--- src/rtl/b4sreg_pkg.sv ---
// Shared defaults and the word type for the b4sreg word-wide shift register.
package b4sreg_pkg;

   localparam int B4SREG_WIDTH = 4;
   localparam int B4SREG_DEPTH = 4;

   typedef logic [B4SREG_WIDTH-1:0] word_t;

endpackage : b4sreg_pkg

--- src/rtl/b4sreg_stage.sv ---
// One WIDTH-bit pipeline stage: sync active-high reset, load on enable, hold otherwise.
// Latency one enabled edge; no backpressure, the enable alone gates movement.
module b4sreg_stage
   import b4sreg_pkg::*;
#(
   parameter int WIDTH = B4SREG_WIDTH
) (
   input  logic             clk,
   input  logic             rst,
   input  logic             en_i,
   input  logic [WIDTH-1:0] d_i,
   output logic [WIDTH-1:0] q_o
);

   logic [WIDTH-1:0] q_q;
   logic [WIDTH-1:0] q_d;

   always_comb begin
      q_d = q_q;
      if (en_i) begin
         q_d = d_i;
      end
   end

   // Reset wins over enable so a flush always empties the stage.
   always_ff @(posedge clk) begin
      if (rst) begin
         q_q <= '0;
      end else begin
         q_q <= q_d;
      end
   end

   assign q_o = q_q;

endmodule : b4sreg_stage

--- src/rtl/b4sreg.sv ---
// Word-wide serial shift register of DEPTH stages; Q_out is the last stage, DEPTH enabled edges after D.
// No backpressure: en=0 freezes every stage, rst flushes all in-flight words.
module b4sreg
   import b4sreg_pkg::*;
#(
   parameter int WIDTH = B4SREG_WIDTH,
   parameter int DEPTH = B4SREG_DEPTH
) (
   input  logic [WIDTH-1:0] D,
   input  logic             clk,
   input  logic             rst,
   input  logic             en,
   output logic [WIDTH-1:0] Q_out
);

   logic [WIDTH-1:0] stage_dat [DEPTH];

   for (genvar i = 0; i < DEPTH; i++) begin : g_stage
      logic [WIDTH-1:0] stage_in;

      if (i == 0) begin : g_head
         assign stage_in = D;
      end else begin : g_link
         assign stage_in = stage_dat[i-1];
      end

      b4sreg_stage #(
         .WIDTH (WIDTH)
      ) u_stage (
         .clk  (clk),
         .rst  (rst),
         .en_i (en),
         .d_i  (stage_in),
         .q_o  (stage_dat[i])
      );
   end

   // Output is taken straight from the last register, so D/en never reach Q_out combinationally.
   assign Q_out = stage_dat[DEPTH-1];

endmodule : b4sreg

--- config.mk ---
export PLATFORM = sky130hd
export DESIGN_NAME = b4sreg
export DESIGN_NICKNAME = d
export VERILOG_FILES = /design/src/rtl/b4sreg_pkg.sv /design/src/rtl/b4sreg_stage.sv /design/src/rtl/b4sreg.sv
export SDC_FILE = /design/constraint.sdc
export NUM_CORES = 1
export LEC_CHECK = 0
export ABC_AREA = 1
export CAP_MARGIN = 20
export CORE_UTILIZATION = 44
export DETAILED_ROUTE_END_ITERATION = 8
export PLACE_DENSITY = 0.72
export SLEW_MARGIN = 15
export SYNTH_ARGS = -nofsm -noshare
export SYNTH_HDL_FRONTEND = slang
export SYNTH_SLANG_ARGS = --single-unit
--- constraint.sdc ---
create_clock -name clk -period 0.8 [get_ports clk]
set_input_delay 0.12 -clock clk [delete_from_list [all_inputs] [get_ports clk]]
set_output_delay 0.12 -clock clk [all_outputs]
set_load 0.02 [all_outputs]
After elaboration in Yosys (flattened, before gate mapping)
Index checks and enable logic that the tools add are counted.
Word-level totals
  flip-flop bits (word level): 16
  input port bits: 7
  logic and storage cells: 4

Longest topological paths before layout
Gate-level depths: netlist (run 1).
  word-level depth: 0
  gate-level depth with buffers: 4

Cells and area by module
Synthesis (run 1) repeated with hierarchy kept, for this count alone.
Second synthesis, totals
  cells, all modules: 104
  area, all modules: 690.7 µm²
By module, submodules not included
  b4sreg_stage: instances 4, cells each 26, area each 172.7 µm²

Worst setup path before layout (run 1)
OpenSTA, ideal clock, no wires.
  path kind: register to register
  start point: register g_stage[3].u_stage.q_o[0] (netlist name)
  end point: register g_stage[3].u_stage.q_q[0]
  library setup time: 0.064 ns
  arrival time: 0.554 ns
  data required time: 0.736 ns
  slack: 0.182 ns
  stages on the path, launching flop included: 3
  clock period less this slack: 0.618 ns
  cells stage by stage: dfxtp_1 -> nor2_1 -> nor2_1
RTL lines
  end signal, assigned: line b4sreg_stage.sv:30  | q_q <= q_d;
  end, declared: line b4sreg_stage.sv:15  | logic [WIDTH-1:0] q_q;

Worst setup path in the final report (run 1)
  start point: register g_stage[3].u_stage.q_q[3]
  end point: output Q_out[3]
RTL lines
  end, declared: line b4sreg.sv:13  | output logic [WIDTH-1:0] Q_out
No word-level cell between the ends.

==> impl_results.md, run 1 <==
* Status: finished, violations left
* Failing checks: setup timing
* Grt total ovfl at 0
* Unrepaired setup endpoints after global routing: yes
* Total GRT Usage at 0.163
* Slew margin rel. at 0.855
* Placed cell areas at 783 µm²
* Async SR Flop Fraction at 0
* I/O pin cnt at 11
* Clock-pin slew on the worst setup and hold paths at 90 ps
* Iter 0 DRT Violations at 6
* Sequential share of power at 0.523
* Die height at 41.0 µm
* Post-Syn Area at 671 µm²
* Syn Inst Count at 101
* Non-filler cells in the finished layout at 132
* Final Max Slew Viols at 0
* CP Launch Type: register
* Internal at 1270 µW
* Setup violators final at 4
* Final period utilization at 1.08
* Buf/Inv on CP at 1
* Share of post-route cells with drive strength above 1 at 0.179
* Fmax achieved at 1.16 GHz
* Sw Ratio at 0.245
* # rows at 13
* CTS tree: built
* Fin. Hold Viols at 0
* Power share of the clock group at 0.318
* Initial antenna violation count at 0
* Max H-tree Level at 1
* Final worst slack at -61.6 ps
* Clock skew at 0.856 ps
* Final hold slack at 341 ps
* Post-synth top area cell: dfxtp_1
* Worst r2r src: g_stage[3].u_stage.q_o[1]
* Top_reg_cell synth: dfxtp_1
* CP arrival at 740 ps
* Logic pwr share at 0.159
* Reg2Reg Setup Slack at 130 ps
* Core box area at 0.00137 mm²
* Area growth, synth to finish at 32.8%
* Critical Path Sink: Q_out[3]
* Critical Path RT at 680 ps
* Count leader, synth: nand2_1
* Final ANT Viol Nets at 0
* Crit path cell chain: buf_6
* Crit path kind: register to output port
* Initial core utilization at 0.491
* Final Wtd Congestion at 0.662
* Post-Layout Inst Area at 891 µm²
* DP Cell Count at 125
* Synth top area share at 0.478
* Placed wire-length estimate at 602 µm
* I/O Buffers at 10
* Top cells by area, synth: dfxtp_1 (48%), nand2_1 (18%), nor2_1 (17%)
* Max Fanout on Critical Path at 2
* FF+latch count, synth at 16
* Largest net degree at the start of global routing at 33
* Worst hold path type: input port to register
* Worst reg2reg path depth at 3
* Post-synth EDFFs at 0
* Worst-margin pin slew at 217 ps
* Die X at 41.0 µm
* Peak VDD IR at 1.06 mV
* Slowest cell on crit path: dfxtp_2
* Residual DRC at 0
* Avg Inst Size Synth at 6.64 µm²
* Vias in the first global route at 409
* Die Area at 0.00168 mm²
* Final TNS setup at -239 ps
* Max Buffers Root-to-Sink at 2
* Routed WL at 1070 µm
* Synth unique cells at 7
* Crit end category: output port
* N_diodes at 0
* Root Driver: clkbuf_4
* Reg2Reg Capture Point: g_stage[3].u_stage.q_o[1]
* Synth cell count leaders: nand2_1 (32), nor2_1 (30), inv_1 (17), dfxtp_1 (16), buf_6 (3)
* PD cells at 1890 mW/mm²
* CP Launch Point: g_stage[3].u_stage.q_o[3]
* Drt pass-1 iters at 2
* # clock sinks at 16
* Vias at 552
* Leakage power at 0.000471 µW
* Net Sw Power at 411 µW
* First-pass GRT wire length at 1690 µm
* Drt wl/cell at 8.08 µm
* Post-layout min period at 862 ps
* CTS buffer count at 3
* Skew-Pair Late Insertion Delay at 280 ps
* Max Cap Viol at 0
* Hold Buf Count CTS at 0
* Nets at 125
* Crit path largest cell delay at 330 ps
* Yosys warns at 0
* Max FFs per register at 16
* Net Count, Synth at 108
* WP depth at 1
* Sequential element share of the synthesized area at 0.478
* Routed vias/inst at 4.18
* Top delay family on crit path: flip-flops
* Core Util, Final at 0.652
per-stage QoR:
stage	power, µW	setup slack (ps)
2_1_floorplan	1050	182
3_3_place_gp	1120	-317
3_5_place_dp	1130	-375
4_1_cts	1700	-83.0
5_1_grt	1780	-116
6_report	1680	-61.6
layer usage:
metal	vias up	GRT usage	share of wire
met5	-	0	0
met2	8	0.215	0.47
met3	2	0.0652	0.031
li1	314	-	-
met4	0	0.125	0.011
met1	228	0.207	0.48
power groups by stage:
stage	clock network, µW	logic (µW)	registers, µW
after CTS	561	255	880
after global placement	0	230	890
after floorplan	0	144	904
after global routing	593	304	886
after detailed placement	0	234	892
final	534	267	879
what timing repair did:
item / CTS / global route
setup buffers: 2 / 0
gates resized for setup: 29 / 2
gates cloned: 0 / 1
endpoints found under the setup margin: 20 / 18
how the worst min path moves through the flow:
stage,start,endpoint,slack [ps],depth (start not counted)
after floorplan,en,g_stage[1].u_stage.q_o[1],270,3
after global placement,g_stage[3].u_stage.q_o[2],g_stage[3].u_stage.q_o[2],460,2
after detailed placement,g_stage[3].u_stage.q_o[3],g_stage[3].u_stage.q_o[3],460,2
after CTS,D[1],g_stage[0].u_stage.q_o[1],410,5
after global routing,rst,g_stage[2].u_stage.q_o[2],340,5
final,rst,g_stage[2].u_stage.q_o[2],340,5
placed cells by master, fill, tap and decap left out, drive strengths merged:
cell and count:
nand2 32, nor2 32, inv 16, dfxtp 16, buf 9, clkbuf 5
clkdlybuf4s50 4, dlymetal6s2s 2, clkinvlp 1
worst register-to-register path, cell delays in order (launching register included):
cell     delay (ps)
dfxtp_2         330
buf_4           120
nor2_1           70
nor2_1           50
layout make-up:
cell class              count  area (µm²)
clock buffers               4        36.3
fillers                   139         475
inverters                  17        67.6
multi-input cells          64         245
flip-flops and latches     16         325
well taps                  15        18.8
repair buffers             16         198
cell families (layout without fill, tap and decap cells):
group,after synthesis,count (layout),synth area share
DFF,16,16,0.478
and+or+nand+nor,64,64,0.366
buffers and inverters,21,37,0.157
No activity file was read; power rests on OpenSTA's default activity.
==> run 2: changes to the inputs <==
ABC_AREA = not set   (was 1)
CORE_AREA = 2 2 39 41   (was not set)
CORE_UTILIZATION = not set   (was 44)
DIE_AREA = 0 0 41 43   (was not set)
PLACE_DENSITY = 0.71   (was 0.72)
clock period = 0.9 ns   (was 0.8 ns; I/O delays follow)
==> run 2 against run 1 <==
The run now ends clean. Sequential share of layout area is 6.6 points higher. Largest power group unchanged. Non-clock buffer count is 1 lower. Worst hold slack hardly changed. Highest routed layer unchanged. Clock power is 14% lower. Wire length is 26% lower. Setup slack better by 88 ps. Register-to-register slack better by 50 ps. Synthesized area is 13% lower.
==> impl_results.md, run 2 <==
* Final Max Slew Viols at 0 (unchanged)
* Synth cell count leaders: dfxtp_1 (16), mux2i_1 (16), nor2_1 (16) (was nand2_1 (32), nor2_1 (30), inv_1 (17), dfxtp_1 (16), buf_6 (3))
* I/O pin cnt at 11 (unchanged)
* Clock-pin slew on the worst setup and hold paths at 90 ps (about the same)
* Multiplexer area fraction after synthesis at 0.276 (was 0)
* Detail Route met3 WL at 38 µm (was 33 µm)
* Grt total ovfl at 0 (unchanged)
* Status: complete, no violations (was finished, violations left)
* Post-Layout Inst Area at 754 µm² (was 891 µm²)
* Async SR Flop Fraction at 0 (unchanged)
* Crit end category: output port (unchanged)
* Crit path kind: register to output port (unchanged)
* Placed cell areas at 698 µm² (was 783 µm²)
* Vias at 359 (was 552)
* Vias in the first global route at 329 (was 409)
* Crit path cell chain: buf_6 (unchanged)
* Slew margin rel. at 0.908 (was 0.855)
* Area growth, synth to finish at 30.0% (was 32.8%)
* Hold Buf Count CTS at 0 (unchanged)
* PD cells at 1730 mW/mm² (was 1890 mW/mm²)
* Final ANT Viol Nets at 0 (unchanged)
* Uppermost layer routed: met4 (unchanged)
* Max Buffers Root-to-Sink at 2 (unchanged)
* CTS buffer count at 3 (unchanged)
* CTS tree: built (unchanged)
* Nets at 75 (was 125)
* Critical Path RT at 760 ps (was 680 ps)
* Sequential element share of the synthesized area at 0.552 (was 0.478)
* Syn Inst Count at 52 (was 101)
* Largest net degree at the start of global routing at 10 (was 33)
* Share of post-route cells with drive strength above 1 at 0.254 (was 0.179)
* Worst-margin pin slew at 134 ps (was 217 ps)
* Hold Path Sink: g_stage[0].u_stage.q_o[3] (was g_stage[2].u_stage.q_o[2])
* Buf/Inv on CP at 1 (unchanged)
* Setup Buffers After CTS at 0 (was 2)
* Iter 0 DRT Violations at 1 (was 6)
* I/O Buffers at 10 (unchanged)
* Skew-Pair Late Insertion Delay at 280 ps (about the same)
* Drt pass-1 iters at 2 (unchanged)
* Placed wire-length estimate at 562 µm (was 602 µm)
* Reg2Reg Setup Slack at 180 ps (was 130 ps)
* First-pass GRT wire length at 1270 µm (was 1690 µm)
* Most frequent cells in the layout: mux2i_1 (16), nor2_1 (16), dfxtp_1 (12) (was nand2_1 (32), nor2_1 (30), inv_1 (16))
* Max Cap Viol at 0 (unchanged)
* Post-synth top area cell: dfxtp_1 (unchanged)
* Crit path largest cell delay at 350 ps (was 330 ps)
* Unrepaired setup endpoints after global routing: yes (unchanged)
* Post-synth EDFFs at 0 (unchanged)
* Clock skew at 1.36 ps (was 0.856 ps)
* Fmax achieved at 1.14 GHz
* # clock sinks at 16 (unchanged)
* Die X at 41 µm (was 41.0 µm)
* Top cells by area, synth: dfxtp_1 (55%), mux2i_1 (28%), nor2_1 (10%) (was dfxtp_1 (48%), nand2_1 (18%), nor2_1 (17%))
* WHS Path Cells at 4 (was 5)
* Simple-gate share of the synthesized area at 0.103 (was 0.366)
* Post-layout min period at 874 ps
* CP arrival at 740 ps (about the same)
* Initial core utilization at 0.420 (was 0.491)
* Synth unique cells at 7 (unchanged)
* Routed vias/inst at 4.33 (was 4.18)
* Avg Inst Size Synth at 11.2 µm² (was 6.64 µm²)
* CP Launch Type: register (unchanged)
* Core box area at 0.00138 mm² (was 0.00137 mm²)
* Slowest cell on crit path: dfxtp_2 (unchanged)
* Max H-tree Level at 1 (unchanged)
* Yosys warns at 0 (unchanged)
* Die Area at 0.00176 mm² (was 0.00168 mm²)
* Met2 Routed Length at 314 µm (was 502 µm)
* Drt wl/cell at 9.49 µm (was 8.08 µm)
* Post-Syn Area at 581 µm² (was 671 µm²)
* Synth top area share at 0.552 (was 0.478)
* Peak VDD IR at 0.775 mV (was 1.06 mV)
* Top_reg_cell synth: dfxtp_1 (unchanged)
* Initial antenna violation count at 0 (unchanged)
* # rows at 14 (was 13)
* Leakage power at 0.000356 µW (was 0.000471 µW)
* Residual DRC at 0 (unchanged)
* FF+latch count, synth at 16 (unchanged)
* Worst reg2reg path depth at 3 (unchanged)
* M1 wire length at 421 µm (was 516 µm)
* Root Driver: clkbuf_4 (unchanged)
* Net Count, Synth at 59 (was 108)
* Final period utilization at 0.971
* Final Wtd Congestion at 0.579 (was 0.662)
* Setup violators final at 0 (was 4)
* Hold Path Origin: en (was rst)
* Max FFs per register at 16 (unchanged)
* Compound-cell area share of the yosys netlist at 0 (unchanged)
* Worst r2r src: g_stage[3].u_stage.q_o[0] (was g_stage[3].u_stage.q_o[1])
* Total GRT Usage at 0.110 (was 0.163)
* Largest family of logic cells by synthesized area: multiplexers (was simple AND/OR/NAND/NOR gates)
* Reg2Reg Capture Point: g_stage[3].u_stage.q_o[0] (was g_stage[3].u_stage.q_o[1])
* Xor/xnor share of the synthesized area at 0 (unchanged)
* Top delay family on crit path: flip-flops (unchanged)
* Non-filler cells in the finished layout at 83 (was 132)
* Routed WL at 788 µm (was 1070 µm)
* Max Fanout on Critical Path at 2 (unchanged)
* Die height at 43 µm (was 41.0 µm)
* Number of fillers in the final layout at 136 (was 139)
* DP Cell Count at 79 (was 125)
* Fin. Hold Viols at 0 (unchanged)
* N_diodes at 0 (unchanged)
* Synth Area in Adders at 0 (unchanged)
* Worst hold path type: input port to register (unchanged)
==> run 2: how the worst max path moves through the flow <==
| stage | startpoint | to | slack [ps] | depth (start not counted) |
|---|---|---|---|---|
| 2_1_floorplan | en | g_stage[0].u_stage.q_o[3] | 180 | 4 |
| 6_report | g_stage[3].u_stage.q_o[2] | Q_out[2] | 30 | 1 |
| 3_5_place_dp | en | g_stage[1].u_stage.q_o[1] | -280 | 4 |
| 4_1_cts | g_stage[3].u_stage.q_o[3] | Q_out[3] | 2 | 1 |
| 3_3_place_gp | en | g_stage[2].u_stage.q_o[2] | -270 | 4 |
| 5_1_grt | g_stage[3].u_stage.q_o[2] | Q_out[2] | -9 | 1 |
==> run 2: where the power goes <==
part	switching (µW)	total, µW	internal [µW]
clock	211	457	246
combinational	44.8	112	67.0
sequential	10.1	739	729
==> run 2: final cells by class <==
type / instances / area, µm² / area share
Sequential cell: 16 / 325 / 0.431
Clock buffer: 4 / 36.3 / 0.0481
Timing Repair Buffer: 15 / 153 / 0.202
Tap cell: 16 / 20.0 / 0.0265
Multi-Input combinational cell: 32 / 220 / 0.292
==> run 2: through the flow <==
step	TNS (ps)	total power, µW	setup slack (ps)	utilization	hold slack (ps)
2_1_floorplan	0	830	183	-	282
3_3_place_gp	-4790	864	-273	0.505	474
3_5_place_dp	-4790	865	-275	0.505	486
4_1_cts	0	1320	1.63	0.530	463
5_1_grt	-15.5	1370	-9.41	0.545	341
6_report	0	1310	26.3	0.545	340
==> run 2: what timing repair did <==
| item | in CTS | in global routing |
|---|---|---|
| gates resized for setup | 25 | 6 |
| setup endpoints to repair | 4 | 9 |
| pin swaps | 0 | 0 |
==> run 2: cell families (layout without fill, tap and decap cells) <==
logic type,count (synthesis),count (layout)
flip-flops,16,16
multiplexers,16,16
AND/OR/NAND/NOR,16,16
buffers and inverters,4,19
==> run 2: worst reg2reg max path, cell delays in order (launching register included) <==
cell and delay, ps:
dfxtp_2 330, buf_4 120, mux2i_1 120, nor2_1 50
==> run 2: routing by layer <==
layer  GRT usage  vias to the layer above
met5           0                        -
li1            -                      199
met3      0.0314                        2
met1       0.143                      151
met4       0.100                        0
met2       0.138                        7
